## src/rtl/eth_rx_frame_writer.sv

```systemverilog
// Packs an Ethernet RX byte stream little-endian into 32-bit words and writes each frame, then its
// length/status header, into a circular buffer in on-chip RAM; frames that do not fit are dropped.
module eth_rx_frame_writer #(
  parameter int ADDR_W          = 11,
  parameter int MAX_FRAME_BYTES = 1536,
  parameter int CNT_W           = 16
) (
  input  logic              clk,
  input  logic              reset,
  input  logic [7:0]        in_data,
  input  logic              in_valid,
  input  logic              in_sop,
  input  logic              in_eop,
  input  logic              in_error,
  output logic              in_ready,
  output logic [ADDR_W-1:0] ram_address,
  output logic [3:0]        ram_byteenable,
  output logic              ram_chipselect,
  output logic              ram_write,
  output logic [31:0]       ram_writedata,
  input  logic [ADDR_W-1:0] sw_rd_ptr,
  output logic [ADDR_W-1:0] wr_ptr,
  output logic              frame_irq,
  output logic [CNT_W-1:0]  frame_count,
  output logic [CNT_W-1:0]  drop_count
);

  localparam logic [2:0] S_IDLE  = 3'd0;
  localparam logic [2:0] S_DATA  = 3'd1;
  localparam logic [2:0] S_FLUSH = 3'd2;
  localparam logic [2:0] S_HDR   = 3'd3;
  localparam logic [2:0] S_DROP  = 3'd4;

  localparam logic [ADDR_W-1:0] ONE   = ADDR_W'(1);
  localparam logic [15:0]       MAX_B = 16'(MAX_FRAME_BYTES);

  logic [2:0]        state, state_n;
  logic [ADDR_W-1:0] hdr_ptr, hdr_ptr_n;
  logic [ADDR_W-1:0] dptr, dptr_n;
  logic [ADDR_W-1:0] wr_ptr_n;
  logic [15:0]       bytes, bytes_n, bytes_inc;
  logic [31:0]       word_q, word_n;
  logic              err_q, err_n;
  logic              ready_q;
  logic              accept;
  logic              start;
  logic              drop;
  logic              fc_inc;
  logic [1:0]        dc_add;
  logic [CNT_W:0]    dc_sum;
  logic              irq_n;

  logic              iss_vld;
  logic [ADDR_W-1:0] iss_addr;
  logic [3:0]        iss_be;
  logic [31:0]       iss_dat;

  // One slot always stays empty so that wr_ptr == sw_rd_ptr unambiguously means "empty".
  function automatic logic writable(input logic [ADDR_W-1:0] a, input logic [ADDR_W-1:0] rd);
    return (a + ONE) != rd;
  endfunction

  assign accept    = in_valid & ready_q;
  assign bytes_inc = bytes + 16'd1;
  assign in_ready  = ready_q;

  always_comb begin
    state_n   = state;
    hdr_ptr_n = hdr_ptr;
    dptr_n    = dptr;
    wr_ptr_n  = wr_ptr;
    bytes_n   = bytes;
    word_n    = word_q;
    err_n     = err_q;
    start     = 1'b0;
    drop      = 1'b0;
    fc_inc    = 1'b0;
    dc_add    = 2'd0;
    irq_n     = 1'b0;
    iss_vld   = 1'b0;
    iss_addr  = dptr;
    iss_be    = 4'hF;
    iss_dat   = word_q;

    case (state)
      S_IDLE: begin
        if (accept && in_sop) start = 1'b1;
      end
      S_DATA: begin
        if (accept) begin
          if (in_sop) begin
            // Missing eop: the unfinished frame is lost and this byte opens a new one.
            dc_add = 2'd1;
            start  = 1'b1;
          end else begin
            bytes_n = bytes_inc;
            word_n[{bytes[1:0], 3'b000} +: 8] = in_data;
            if (bytes_inc > MAX_B) begin
              drop = 1'b1;
            end else if (bytes[1:0] == 2'd3) begin
              if (writable(dptr, sw_rd_ptr)) begin
                iss_vld  = 1'b1;
                iss_addr = dptr;
                iss_be   = 4'hF;
                iss_dat  = {in_data, word_q[23:0]};
                dptr_n   = dptr + ONE;
                if (in_eop) begin
                  state_n = S_FLUSH;
                  err_n   = in_error;
                end
              end else begin
                drop = 1'b1;
              end
            end else if (in_eop) begin
              state_n = S_FLUSH;
              err_n   = in_error;
            end
          end
        end
      end
      S_FLUSH: begin
        if (bytes[1:0] != 2'd0) begin
          if (writable(dptr, sw_rd_ptr)) begin
            iss_vld  = 1'b1;
            iss_addr = dptr;
            iss_dat  = word_q;
            case (bytes[1:0])
              2'd1:    iss_be = 4'h1;
              2'd2:    iss_be = 4'h3;
              default: iss_be = 4'h7;
            endcase
            dptr_n  = dptr + ONE;
            state_n = S_HDR;
          end else begin
            dc_add  = 2'd1;
            state_n = S_IDLE;
          end
        end else begin
          state_n = S_HDR;
        end
      end
      S_HDR: begin
        // Header goes last so software never observes a frame whose data is still in flight.
        iss_vld  = 1'b1;
        iss_addr = hdr_ptr;
        iss_be   = 4'hF;
        iss_dat  = {err_q, 15'd0, bytes};
        wr_ptr_n = dptr;
        fc_inc   = 1'b1;
        irq_n    = 1'b1;
        state_n  = S_IDLE;
      end
      S_DROP: begin
        if (accept && in_eop) begin
          dc_add  = 2'd1;
          state_n = S_IDLE;
        end
      end
      default: state_n = S_IDLE;
    endcase

    if (start) begin
      hdr_ptr_n = wr_ptr;
      dptr_n    = wr_ptr + ONE;
      bytes_n   = 16'd1;
      word_n    = {24'd0, in_data};
      if (!writable(wr_ptr, sw_rd_ptr)) begin
        drop = 1'b1;
      end else if (in_eop) begin
        state_n = S_FLUSH;
        err_n   = in_error;
      end else begin
        state_n = S_DATA;
      end
    end

    if (drop) begin
      if (in_eop) begin
        dc_add  = dc_add + 2'd1;
        state_n = S_IDLE;
      end else begin
        state_n = S_DROP;
      end
    end
  end

  assign dc_sum = {1'b0, drop_count} + {{(CNT_W-1){1'b0}}, dc_add};

  always_ff @(posedge clk or posedge reset) begin
    if (reset) begin
      state       <= S_IDLE;
      hdr_ptr     <= '0;
      dptr        <= '0;
      wr_ptr      <= '0;
      bytes       <= '0;
      word_q      <= '0;
      err_q       <= 1'b0;
      ready_q     <= 1'b0;
      frame_irq   <= 1'b0;
      frame_count <= '0;
      drop_count  <= '0;
    end else begin
      state     <= state_n;
      hdr_ptr   <= hdr_ptr_n;
      dptr      <= dptr_n;
      wr_ptr    <= wr_ptr_n;
      bytes     <= bytes_n;
      word_q    <= word_n;
      err_q     <= err_n;
      ready_q   <= (state_n != S_FLUSH) && (state_n != S_HDR);
      frame_irq <= irq_n;
      if (fc_inc) frame_count <= frame_count + CNT_W'(1);
      drop_count <= dc_sum[CNT_W] ? {CNT_W{1'b1}} : dc_sum[CNT_W-1:0];
    end
  end

  always_ff @(posedge clk or posedge reset) begin
    if (reset) begin
      ram_address    <= '0;
      ram_byteenable <= '0;
      ram_chipselect <= 1'b0;
      ram_write      <= 1'b0;
      ram_writedata  <= '0;
    end else begin
      ram_write      <= iss_vld;
      ram_chipselect <= iss_vld;
      if (iss_vld) begin
        ram_address    <= iss_addr;
        ram_byteenable <= iss_be;
        ram_writedata  <= iss_dat;
      end
    end
  end

endmodule
```

## config.mk

```make
export PLATFORM = sky130hd
export DESIGN_NAME = eth_rx_frame_writer
export DESIGN_NICKNAME = d
export VERILOG_FILES = /design/src/rtl/eth_rx_frame_writer.sv
export SDC_FILE = /design/constraint.sdc
export NUM_CORES = 1
export LEC_CHECK = 0
export BUFFER_PORTS_ARGS = -buffer_cell sky130_fd_sc_hd__buf_2
export CORE_MARGIN = 10
export CORE_UTILIZATION = 43
export DETAILED_ROUTE_END_ITERATION = 12
export PLACE_DENSITY_LB_ADDON = 0.1
export SKIP_LAST_GASP = 1
export SYNTH_ARGS = -nofsm -noshare
export SYNTH_HDL_FRONTEND = slang
export SYNTH_SLANG_ARGS = --single-unit
```

## constraint.sdc

```tcl
create_clock -name clk -period 6.4 [get_ports clk]
set_input_delay 0 -clock clk [delete_from_list [all_inputs] [get_ports clk]]
set_output_delay 0 -clock clk [all_outputs]
set_load 0.005 [all_outputs]
```

==> impl.org, run 1 <==
** Routing
- After detailed routing, the total wire length is 22,710 microns.
- The routed design uses 10,640 microns of met2 wire.
- Dividing the detail-routed via count by the number of cells gives 5.408.
- The detail route stage leaves a number of antenna-violating nets equal to 0.
- The detailed router used layers up to and including met4.
- Iteration count of the initial detailed-routing pass :: 5
- After detailed routing, the number of remaining DRC violations is 0.
- DRT iter0 DRCs :: 407
- Detailed routing placed a total of 1172 microns of wire on met3.
- Routed metal-1 wirelength :: 10,500 microns
- Total number of vias :: 6,700
- Dividing the detail-routed wire length by the instance count gives 18.33 microns.

** Timing
- Dividing the final minimum period by the clock period gives 81.32%.
- Worst slack on hold paths :: 0.1557 ns
- Setup violations remaining at the end of the flow were counted as 0.
- Hold Vio Cnt, Final :: 0
- Setup repair after global routing left no endpoint under its margin.
- Max frequency :: 192.2 MHz
- After routing, the total negative slack on setup checks comes to 0 ns.
- Setup WS post-layout :: 1.196 ns
- Final max-slew violation count :: 0
- On the final layout, the worst clock skew is 0.01035 ns.
- Pin slew with the least headroom to its limit :: 1.163 ns
- Headroom to the max-slew limit came out at 22.29%.
- The routed design could run at a clock period as short as 5.204 ns.

** Critical path
- The worst setup path is launched from a register.
- Number of cells traversed by the worst register-to-register path :: 18
- Data on the critical path is required at its endpoint by 6.75 ns.
- Data arrival, critical path :: 5.55 ns
- STA classifies the critical path endpoint as a register.
- Worst-path maximum fanout :: 13
- Path type of the worst setup path :: register to register

** Synthesis
- The synthesized design spends more area on one cell type than any other, namely sky130_fd_sc_hd__dfrtp_1.
- Register bit total from synthesis :: 167
- Synthesis produced a netlist with a net count of 892.
- Number of warnings reported in the yosys synthesis log :: 0
- The synthesized netlist occupies a cell area of 8374 sq um.
- Of the post-synthesis cell area, the dominant cell type holds 49.90%.
- In the synthesized netlist the async set-or-reset flop fraction comes to 100.0%.
- The share of the Yosys chip area taken by registers is 49.90%.
- Averaged over all synthesized cells, the footprint is 9.794 sq um.
- Among all flip-flop cells after synthesis, the most frequent one is sky130_fd_sc_hd__dfrtp_1.
- Synthesis produced 855 cells.
- Sorting the synthesized cells by area gives the leading types as sky130_fd_sc_hd__dfrtp_1, sky130_fd_sc_hd__nand2_1, sky130_fd_sc_hd__mux2i_1.
- Number of synthesized flops with an enable pin :: 0
- Yosys mapped the design onto 61 distinct sky130hd cell types.

** Global route
- The initial antenna violation count is 1.
- Global routing consumed, over all layers together, 18.08% of the routing resources.
- The total overflow left after global routing is 0.
- The via count of the first global-routing pass was 6,741.
- Maximum number of pins on one net before global-route repair :: 114
- First-pass GRT wire length :: 37,650 microns

** Power
- Summing internal, switching and leakage power gives 3.353 mW.
- Pleak :: 4.629 nW
- Areal power density over the cells :: 340.1 nW/um^2
- The worst-case IR drop observed on VDD is 0.1971 mV.

** Floorplanning
- The initialized floorplan defines 50 standard-cell rows.
- Measured along the y axis, the die boundary spans 159.6 microns.
- Measured along the x axis, the die boundary spans 159.6 microns.
- The core region is 18,960 sq um.
- For this design the top-level I/O count stands at 119.
- Die outline area :: 25,460 sq um
- For this configuration, the core starts out at a cell density of 44.18%.

** Clock tree
- Clock transition at the registers of the reported paths :: 0.07 ns
- Worst skew pair latency :: 0.43 ns
- Num CTS Buffers :: 17
- Master cell of the clock root buffer :: sky130_fd_sc_hd__clkbuf_16
- Clock tree synthesis found a total of 167 sinks.
- Max H-tree Level :: 4
- CTS resizes :: 0
- CTS tree :: built
- No sink is reached through more buffers than the 2 on the longest clock path.

** Place
- PortBufs :: 118
- Pre-CTS worst setup slack :: 1.149 ns
- RePlAce Congestion :: 0.8699
- Standard cell area after detailed placement :: 9155 sq um
- Detailed placement ended at an HPWL of 15,950 microns.

** Outcome
- Status :: finished, final reports clean

** Cells and area
- Post-route cell area :: 9857 sq um
- The post-route netlist has 17.48% of its cells at a drive strength greater than 1.
- Nets@finish :: 1,002
- Layout overhead on the synthesized area :: 17.71%
- Leading cell types in the layout, fill and taps excluded :: sky130_fd_sc_hd__dfrtp_1, sky130_fd_sc_hd__nand2_1, sky130_fd_sc_hd__buf_2, sky130_fd_sc_hd__nor2_1, sky130_fd_sc_hd__xnor2_1
- Leaving out fill and tap cells, the most frequent cell in the layout is sky130_fd_sc_hd__dfrtp_1.

** Min path
- Hold Crit Depth :: 4
- The path class of the tightest hold or removal check is primary input to register.

** Run
- Max-cap violations in this run came to 0.
## logic make-up after synthesis
logic type                 synth area share [%]
DFF                                       49.90
and+or+nand+nor                           18.78
xor gates and xnor gates                  7.739
muxes                                     5.199
adders and majority gates                 1.883
AOI/OAI and AO/OA                         13.18
buffers and inverters                     3.317
## where the power goes
| part | internal [mW] | switching, mW | leakage (nW) |
|---|---|---|---|
| combinational | 0.364 | 0.521 | 2.09 |
| clock | 0.585 | 0.460 | 0.281 |
| sequential | 1.23 | 0.194 | 2.25 |
## registers in the layout, summed over array words and instances (netlist names), 16 cells and up
register and count:
ram_writedata 32, word_q 32, drop_count 16, bytes 16, frame_count 16
## critical path, cell delays in order (launching register included)
cell and delay, ns:
sky130_fd_sc_hd__dfrtp_1 0.56, sky130_fd_sc_hd__ha_1 0.35, sky130_fd_sc_hd__nand3_2 0.18, sky130_fd_sc_hd__nor4_2 0.49, sky130_fd_sc_hd__o2111ai_1 0.17, sky130_fd_sc_hd__a32oi_1 0.29, sky130_fd_sc_hd__nand2_1 0.14, sky130_fd_sc_hd__a22o_1 0.25
sky130_fd_sc_hd__a21oi_1 0.33, sky130_fd_sc_hd__mux2_1 0.21, sky130_fd_sc_hd__ha_1 0.16, sky130_fd_sc_hd__inv_1 0.05, sky130_fd_sc_hd__fa_1 0.43, sky130_fd_sc_hd__nor3b_1 0.33, sky130_fd_sc_hd__and3_1 0.26, sky130_fd_sc_hd__nand4_1 0.17
sky130_fd_sc_hd__nor2_1 0.22, sky130_fd_sc_hd__nand3_1 0.37, sky130_fd_sc_hd__o21ai_0 0.18
## final timing paths
path	start	endpoint	slack, ns
max	bytes[0]	drop_count[13]	1.20
max in group asynchronous	reset	ram_writedata[31]	4.77
min	in_valid	state[2]	0.16
max reg2reg	bytes[0]	drop_count[13]	1.20
min in group asynchronous	reset	ram_address[8]	0.34
min reg2reg	ram_byteenable[0]	ram_byteenable[0]	0.47
## synth_stat cells, types with 4 or more instances
| cell | n |
|---|---|
| sky130_fd_sc_hd__nand4_1 | 21 |
| sky130_fd_sc_hd__a22o_1 | 26 |
| sky130_fd_sc_hd__nor3_1 | 16 |
| sky130_fd_sc_hd__a21oi_1 | 25 |
| sky130_fd_sc_hd__and4_1 | 6 |
| sky130_fd_sc_hd__nand2_1 | 162 |
| sky130_fd_sc_hd__mux2i_1 | 39 |
| sky130_fd_sc_hd__or3_1 | 7 |
| sky130_fd_sc_hd__o22ai_1 | 5 |
| sky130_fd_sc_hd__nor2_1 | 48 |
| sky130_fd_sc_hd__dfrtp_1 | 167 |
| sky130_fd_sc_hd__clkbuf_1 | 25 |
| sky130_fd_sc_hd__a31oi_1 | 5 |
| sky130_fd_sc_hd__nor4_1 | 7 |
| sky130_fd_sc_hd__nand2b_1 | 7 |
| sky130_fd_sc_hd__o31ai_1 | 6 |
| sky130_fd_sc_hd__nor2b_1 | 9 |
| sky130_fd_sc_hd__and3_1 | 10 |
| sky130_fd_sc_hd__xnor3_1 | 4 |
| sky130_fd_sc_hd__xor2_1 | 19 |
| sky130_fd_sc_hd__buf_2 | 15 |
| sky130_fd_sc_hd__inv_1 | 15 |
| sky130_fd_sc_hd__o21ai_0 | 37 |
| sky130_fd_sc_hd__nand3_1 | 22 |
| sky130_fd_sc_hd__a221o_1 | 8 |
| sky130_fd_sc_hd__and2_1 | 8 |
| sky130_fd_sc_hd__ha_1 | 11 |
| sky130_fd_sc_hd__a211oi_1 | 6 |
| sky130_fd_sc_hd__xnor2_1 | 42 |
| sky130_fd_sc_hd__o21ai_1 | 34 |
## layer usage
metal	up-vias	global-route usage, %
met5	-	0
met4	0	5.265
met3	27	4.183
met2	181	29.01
met1	3271	23.79
li1	3221	-
## final cells by class
type	count	area, sq um
Inverter	17	68.82
Sequential cell	167	4179
Clock inverter	14	160.2
Fill cell	1783	9099
Clock buffer	18	429.2
Antenna cell	1	2.502
Tap cell	260	325.3
Multi-Input combinational cell	625	3931
Timing Repair Buffer	137	760.7
## stage by stage
stage / util [%] / cells
after floorplan: - / 855
after global placement: 48.30 / 1195
after detailed placement: 48.30 / 1195
after CTS: 51.99 / 1238
after global routing: 52.00 / 1239
final: 52.00 / 1239
## timing repair
action                    CTS  global route
hold endpoints to repair  154             0
hold buffers               11             0
buffers inserted            0             0
No activity file was read; power rests on OpenSTA's default activity.
==> run 2, diff against run 1 <==
Settings changed: ABC_AREA set to 1.
Clock period 6.4 ns to 4.35 ns, I/O delays scaled along.
==> run 2 against run 1 <==
Against the previous run: worst hold slack worse by 0.073 ns; first-iteration DRC count up 58%; clock power grew 50%; highest routed layer unchanged; utilization is 0.16 points lower; fmax is 34% higher; die area increased by 5.4%; critical path depth grew 8; clock skew increased by 0.0041 ns; register-to-register slack lost 0.73 ns; final cell count grew 25%; via count rose by 17%.
==> impl.org, run 2 <==
** Routing
- After the first detailed-routing iteration, the DRC count stood at 642.
- After detailed routing, the total wire length is 24,340 microns.
- DR DRC count :: 0
- Vias per Instance :: 5.065
- Number of nets with antenna violations after routing :: 0
- Iteration count of the initial detailed-routing pass :: 6
- Across all layers, the routed design uses 7,850 vias.
- Dividing the detail-routed wire length by the instance count gives 15.70 microns.

** Synthesis
- In this run, synthesis inferred 0 flip-flops with an integrated enable.
- When the netlist entered floorplanning its net count stood at 1,178.
- The number of different library cells used by synthesis comes to 46.
- Among all flip-flop cells after synthesis, the most frequent one is sky130_fd_sc_hd__dfrtp_1.
- Post-Syn Area :: 8896 sq um
- Counting instances in the post-synthesis netlist gives the leading cell types as sky130_fd_sc_hd__nand2_1, sky130_fd_sc_hd__dfrtp_1, sky130_fd_sc_hd__inv_1.
- For this run, the number of Yosys warnings is 0.
- The biggest area contributor in the post-synthesis netlist is sky130_fd_sc_hd__dfrtp_1.
- In the synthesized netlist the async set-or-reset flop fraction comes to 100.0%.
- By area the synthesized netlist is led by sky130_fd_sc_hd__dfrtp_1, sky130_fd_sc_hd__nand2_1, sky130_fd_sc_hd__inv_1.
- Synthesized instance count :: 1,141
- By instance count, the leading cell after synthesis is sky130_fd_sc_hd__nand2_1.
- Avg Synthesized Cell Area :: 7.797 sq um
- The top cell type by area accounts for 46.98% of the synthesized area.
- Register bit total from synthesis :: 167
- Sequential-to-total area share from yosys stat :: 46.98%

** Place
- PortBufs :: 118
- RePlAce Congestion :: 0.9489
- The HPWL after detailed placement is 17,250 microns.

** Timing
- The number of failing hold endpoints at the final stage was 0.
- Worst slack on hold paths :: 0.08237 ns
- Pin slew with the least headroom to its limit :: 0.9481 ns
- For this run, the top clock speed supported by timing is 257.5 MHz.
- Accumulated negative setup slack :: 0 ns
- Setup repair after global routing left no endpoint under its margin.
- Final max-slew violation count :: 0
- Rel. slew slack :: 36.25%
- Worst clock skew :: 0.01442 ns
- Setup violations remaining at the end of the flow were counted as 0.
- Counting I/O delays and the setup requirement, the final critical path takes 3.883 ns.
- In the finished design, the share of the clock period the worst path needs comes to 89.28%.

** Clock tree
- The number of clock buffers added by TritonCTS is 17.
- Clock transition at the registers of the reported paths :: 0.07 ns
- Max Buffers Root-to-Sink :: 2
- Max H-tree Level :: 4
- The tree is rooted in a sky130_fd_sc_hd__clkbuf_16.
- Number of sinks on the clock net :: 167
- TritonCTS built the clock tree.
- Worst skew pair latency :: 0.43 ns

** Global route
- Across every metal layer, demand over resource in global routing totals 18.74%.
- Entering global routing, the biggest net connects 168 pins.
- The via count of the first global-routing pass came to 7,755.
- Summed over all layers, the global routing overflow is 0.
- The first global-routing pass estimated 40,830 microns of wire.
- Initial antenna violation count :: 0

** Floorplanning
- In this run the vertical extent of the chip is 163.8 microns.
- In this run the standard cell core region covers 20,300 sq um.
- Once the floorplan was initialized, standard cells occupied 43.82% of the core.
- The floorplan has 52 rows.
- The die is 163.8 microns wide.
- # IOs :: 119
- Die outline area :: 26,840 sq um

** Critical path
- Data required time of the worst path :: 4.70 ns
- In this run the worst path has a maximum fanout of 12.
- Data arrival, critical path :: 4.24 ns
- The worst setup path is of the register to register kind.
- Nature of the critical path endpoint :: register
- Measured in cells, the most critical reg-to-reg path has a length of 26.
- STA classifies the critical path startpoint as a register.

** Cells and area
- Leaving out fill and tap cells, the most frequent cell in the layout is sky130_fd_sc_hd__nand2_1.
- The largest registers in the layout are ram_writedata: 32 flops, word_q: 32 flops.
- Leading cell types in the layout, fill and taps excluded :: sky130_fd_sc_hd__nand2_1, sky130_fd_sc_hd__dfrtp_1, sky130_fd_sc_hd__inv_1, sky130_fd_sc_hd__buf_2, sky130_fd_sc_hd__nand3_1
- The number of antenna diodes in the final layout is 0.
- In the final layout, the share of cells above drive strength 1 is 16.56%.
- At the end of the flow, the number of nets in the layout was 1,305.
- Layout overhead on the synthesized area :: 18.28%

** Min path
- Counting instances, the worst hold path has a depth of 4.
- In this run the worst hold path is classified as primary input to register.

** Power
- VDD sags by at most 0.2601 mV.
- For this design the static power due to leakage is 5.435 nW.
- Areal power density over the cells :: 545.9 nW/um^2

** Run
- Number of max-capacitance violations reported :: 0

** Outcome
- Status :: finished, final reports clean
run 2: cell types whose count changed after synthesis, moves of 25 or more:
cell,change
sky130_fd_sc_hd__a22o_1,-25
sky130_fd_sc_hd__o21ai_0,+51
sky130_fd_sc_hd__xnor2_1,-33
sky130_fd_sc_hd__mux2i_1,-39
sky130_fd_sc_hd__nand2_1,+200
sky130_fd_sc_hd__inv_1,+121
sky130_fd_sc_hd__nand3_1,+79
run 2: what timing repair did:
| action | CTS | global route |
|---|---|---|
| gates resized for setup | 0 | 8 |
| endpoints found under the hold margin | 187 | 0 |
| setup endpoints to repair | 0 | 16 |
| setup buffers | 0 | 2 |
| hold buffers | 13 | 0 |
run 2: per-layer routing:
layer | wire length, microns | part of all wire, % | up-vias | global-route usage, %
met3 | 1303 | 5.4 | 31 | 4.105
met5 | 0 | 0 | - | 0
li1 | - | - | 3927 | -
met4 | 405 | 1.7 | 0 | 5.483
met1 | 11660 | 48 | 3688 | 26.26
met2 | 10960 | 45 | 204 | 28.44
run 2: kinds of logic after synthesis:
kind of cell / share of synthesized area, %
simple gates: 28.19
buf+inv: 8.397
flops: 46.98
compound gates: 10.93
xor+xnor: 3.741
fa+ha+maj: 1.772
run 2: critical path, stage by stage (launching register included):
cell and delay, ns:
sky130_fd_sc_hd__dfrtp_1 0.45, sky130_fd_sc_hd__nand2_1 0.15, sky130_fd_sc_hd__nor2_1 0.27, sky130_fd_sc_hd__nand3_1 0.14, sky130_fd_sc_hd__nand2_1 0.11, sky130_fd_sc_hd__nor2_1 0.04
sky130_fd_sc_hd__nor2_1 0.13, sky130_fd_sc_hd__nand3_2 0.11, sky130_fd_sc_hd__nor2_4 0.17, sky130_fd_sc_hd__inv_1 0.07, sky130_fd_sc_hd__o211ai_1 0.23, sky130_fd_sc_hd__ha_1 0.16
sky130_fd_sc_hd__nand2_1 0.05, sky130_fd_sc_hd__nand2_1 0.07, sky130_fd_sc_hd__ha_1 0.16, sky130_fd_sc_hd__inv_1 0.05, sky130_fd_sc_hd__fa_1 0.39, sky130_fd_sc_hd__inv_1 0.07
sky130_fd_sc_hd__nand3_1 0.11, sky130_fd_sc_hd__nor3b_2 0.20, sky130_fd_sc_hd__nand2_1 0.07, sky130_fd_sc_hd__inv_1 0.12, sky130_fd_sc_hd__nand2_1 0.10, sky130_fd_sc_hd__inv_1 0.06
sky130_fd_sc_hd__nand4_1 0.06, sky130_fd_sc_hd__buf_4 0.19, sky130_fd_sc_hd__o21ai_0 0.08
run 2: final timing paths:
check,startpoint,to,slack [ns]
worst max-delay path,dptr[3],drop_count[6],0.47
worst min-delay path,in_eop,in_ready,0.08
worst max register to register,dptr[3],drop_count[6],0.47
worst min register to register,ram_byteenable[0],ram_byteenable[0],0.46
max in group asynchronous,reset,bytes[11],3.25
min in group asynchronous,reset,ram_address[7],0.36
run 2: stage by stage:
stage / instance area [sq um] / cells / setup WS, ns / utilization [%] / total power [mW]
detailed placement: 9739 / 1504 / 0.2845 / 47.98 / 4.187
global route: 10520 / 1550 / 0.01478 / 51.84 / 6.195
CTS: 10470 / 1548 / 0.2528 / 51.58 / 5.787
global placement: 9739 / 1504 / 0.4004 / 47.98 / 4.168
finish: 10520 / 1550 / 0.4665 / 51.84 / 5.744
floorplan: 8900 / 1141 / 0.7358 / - / 3.537
run 2: report_power, final:
group	internal (mW)	switching (mW)	total, mW
sequential	1.91	0.276	2.18
clock	0.911	0.664	1.57
combinational	0.642	1.34	1.99
total	3.46	2.28	5.74
run 2: cell type report:
| cell class | count | area, sq um |
|---|---|---|
| multi-input cells | 794 | 4013 |
| repair buffers | 148 | 860.8 |
| well taps | 270 | 337.8 |
| clock buffers | 18 | 429.2 |
| clock inverters | 13 | 171.4 |
| inverters | 140 | 529.3 |
| flip-flops and latches | 167 | 4182 |
| fillers | 2035 | 9777 |
==> run 3, diff against run 2 <==
Settings changed: RECOVER_POWER set to 25.
==> run 3 against run 2 <==
Against the previous run: the flow now finishes with violations (capacitance limit, slew limit); non-clock buffer count is the same; sequential power is essentially flat; worst setup slack gained 0.031 ns; utilization shrank 0.59 points; total power shrank 0.74%; clock-buffer cell count is the same; sequential cell count is the same; clock skew shrank 0.00073 ns; final cell count is the same; worst hold slack gained 0.0019 ns; critical path type unchanged; largest power group unchanged; highest routed layer unchanged.
==> impl.org, run 3 (same netlist as run 2, synthesis figures left out) <==
** Clock tree
- Clock-pin slew was measured on the worst setup and hold paths at 0.07 ns.
- Max Buffers Root-to-Sink :: 2
- Worst skew pair latency :: 0.43 ns
- Max H-tree Level :: 4
- Buffers inserted during clock tree synthesis total 17.
- CTS saw 167 sinks.
- CTS tree :: built
- CTS placed an instance of sky130_fd_sc_hd__clkbuf_16 at the clock tree root.

** Cells and area
- Area of all sequential standard cells :: 4182 sq um
- For this run, the post-layout net count is 1,305.
- Leaving out fill and tap cells, the most frequent cell in the layout is sky130_fd_sc_hd__nand2_1.
- The multi-input combinational cells in the finished layout cover a total of 4013 sq um.
- Largest registers in the final layout :: ram_writedata: 32 flops, word_q: 32 flops
- Leading cell types in the layout, fill and taps excluded :: sky130_fd_sc_hd__nand2_1, sky130_fd_sc_hd__dfrtp_1, sky130_fd_sc_hd__inv_1, sky130_fd_sc_hd__nand3_1, sky130_fd_sc_hd__o21ai_0
- Final antenna diode count :: 0
- Fill cell total of the finished layout :: 2,061
- Layout overhead on the synthesized area :: 16.95%
- Cells with a size suffix above 1 make up 9.922% of the layout.

** Timing
- Setup violations remaining at the end of the flow were counted as 0.
- Accumulated negative setup slack :: 0 ns
- Unrepaired setup endpoints after global routing :: no
- Rel. slew slack :: -55.14%
- Based on the critical path, the design can be clocked at up to 259.5 MHz.
- Across the routed clock network, the largest skew measured is 0.01369 ns.
- Setup WS post-layout :: 0.4971 ns
- In the finished design, the share of the clock period the worst path needs comes to 88.57%.
- The routed design could run at a clock period as short as 3.853 ns.
- The number of failing hold endpoints at the final stage came to 0.
- For the pin with the worst max-slew slack, the measured transition is 2.327 ns.
- The max-slew violation count was 168.

** Place
- RePlAce Congestion :: 0.9489
- Placed wire-length estimate :: 17,250 microns
- PortBufs :: 118
- At the placement stage, the worst setup path has a slack of 0.2845 ns.

** Floorplanning
- In this run the vertical extent of the chip is 163.8 microns.
- After floorplanning, the core was sized to cover 20,300 sq um.
- The die covers 26,840 sq um.
- For this configuration, the core starts out at a cell density of 43.82%.
- In this run the count of I/O pins placed on the die edge is 119.
- Measured along the x axis, the die boundary spans 163.8 microns.
- Row Count :: 52

** Run
- Max-cap violations in this run came to 1.

** Critical path
- The worst setup path is captured at a register.
- Path type of the worst setup path :: register to register
- Startpoint type of the worst setup path :: register
- Worst-path maximum fanout :: 12
- Data required time of the worst path :: 4.70 ns
- Data arrival, critical path :: 4.21 ns

** Routing
- The first detailed-routing pass took 5 iterations.
- The routed design has 24,390 microns of wire.
- Number of nets with antenna violations after routing :: 0
- Vias per Instance :: 5.062
- Routed wirelength normalized by instance count :: 15.74 microns
- Total number of vias :: 7,846
- For this run, design rule violations remaining after detail routing come to 0.
- After the first detailed-routing iteration, the DRC count stood at 669.

** Power
- Areal power density over the cells :: 548.0 nW/um^2
- Maximum resistive drop on vdd :: 0.2621 mV
- For this design the static power due to leakage is 5.098 nW.
- Power Total :: 5.702 mW

** Outcome
- Violated checks :: capacitance limit, slew limit
- The run finished, with violations left.

** Min path
- The min-delay analysis places its worst path in the category primary input to register.

** Global route
- Initial antenna violation count :: 0
- The via count of the first global-routing pass was 7,755.
- The total overflow left after global routing is 0.
- The first global-routing pass estimated 40,830 microns of wire.
- Maximum number of pins on one net before global-route repair :: 168
- Global routing consumed, over all layers together, 18.74% of the routing resources.
[run 3: cell count changes in the layout (fill, tap and decap cells not counted), sizes merged]
cell and change:
buf -86, clkbuf +86
[run 3: final timing paths]
check / startpoint / to / slack (ns) / depth (start not counted)
worst max register to register: dptr[3] / drop_count[6] / 0.50 / 26
max in group asynchronous: reset / dptr[1] / 1.84 / 4
worst max-delay path: dptr[3] / drop_count[6] / 0.50 / 26
min in group asynchronous: reset / frame_count[4] / 0.99 / 4
worst min-delay path: in_eop / in_ready / 0.08 / 4
worst min register to register: ram_byteenable[0] / ram_byteenable[0] / 0.47 / 1
[run 3: what timing repair did]
action / CTS / global route
setup buffers: 0 / 2
endpoints found under the setup margin: 0 / 16
gates resized for setup: 0 / 8
hold buffers: 13 / 0
hold endpoints to repair: 187 / 0
[run 3: final cells by class]
class | count | share of cell area [%]
inverter | 140 | 5.087
timing repair buffer | 148 | 7.132
sequential | 167 | 40.19
multi-input combinational | 794 | 38.57
clock buffer | 18 | 4.125
clock inverter | 13 | 1.648
tap | 270 | 3.247
[run 3: power by group]
group	switching, mW	total [mW]	internal (mW)
Combinational	1.35	1.94	0.598
Clock	0.660	1.57	0.911
Sequential	0.280	2.19	1.91
Total	2.29	5.70	3.42
[run 3: through the flow]
stage / cell area, sq um / hold WS [ns] / utilization [%] / cells
finish: 10400 / 0.08430 / 51.25 / 1550
global route: 10400 / 0.1060 / 51.25 / 1550
CTS: 10470 / 0.06004 / 51.58 / 1548
detailed placement: 9739 / 0.3059 / 47.98 / 1504
global placement: 9739 / 0.3029 / 47.98 / 1504
floorplan: 8900 / 0.1469 / - / 1141
[run 3: routing by layer]
layer,global-route usage (%),vias to the layer above,wire length [microns]
met1,26.26,3694,11790
met4,5.483,0,422
met5,0,-,0
met3,4.105,31,1234
met2,28.44,189,10940
li1,-,3932,-
[run 3: critical path, stage by stage, from the launching register on]
cell                       delay (ns)
sky130_fd_sc_hd__dfrtp_1         0.44
sky130_fd_sc_hd__nand2_1         0.15
sky130_fd_sc_hd__nor2_1          0.25
sky130_fd_sc_hd__nand3_1         0.13
sky130_fd_sc_hd__nand2_1         0.10
sky130_fd_sc_hd__nor2_1          0.04
sky130_fd_sc_hd__nor2_1          0.13
sky130_fd_sc_hd__nand3_2         0.11
sky130_fd_sc_hd__nor2_4          0.17
sky130_fd_sc_hd__inv_1           0.07
sky130_fd_sc_hd__o211ai_1        0.23
sky130_fd_sc_hd__ha_1            0.16
sky130_fd_sc_hd__nand2_1         0.05
sky130_fd_sc_hd__nand2_1         0.07
sky130_fd_sc_hd__ha_1            0.16
sky130_fd_sc_hd__inv_1           0.05
sky130_fd_sc_hd__fa_1            0.39
sky130_fd_sc_hd__inv_1           0.07
sky130_fd_sc_hd__nand3_1         0.11
sky130_fd_sc_hd__nor3b_2         0.20
sky130_fd_sc_hd__nand2_1         0.07
sky130_fd_sc_hd__inv_1           0.12
sky130_fd_sc_hd__nand2_1         0.10
sky130_fd_sc_hd__inv_1           0.06
sky130_fd_sc_hd__nand4_1         0.06
sky130_fd_sc_hd__buf_4           0.19
sky130_fd_sc_hd__o21ai_0         0.08
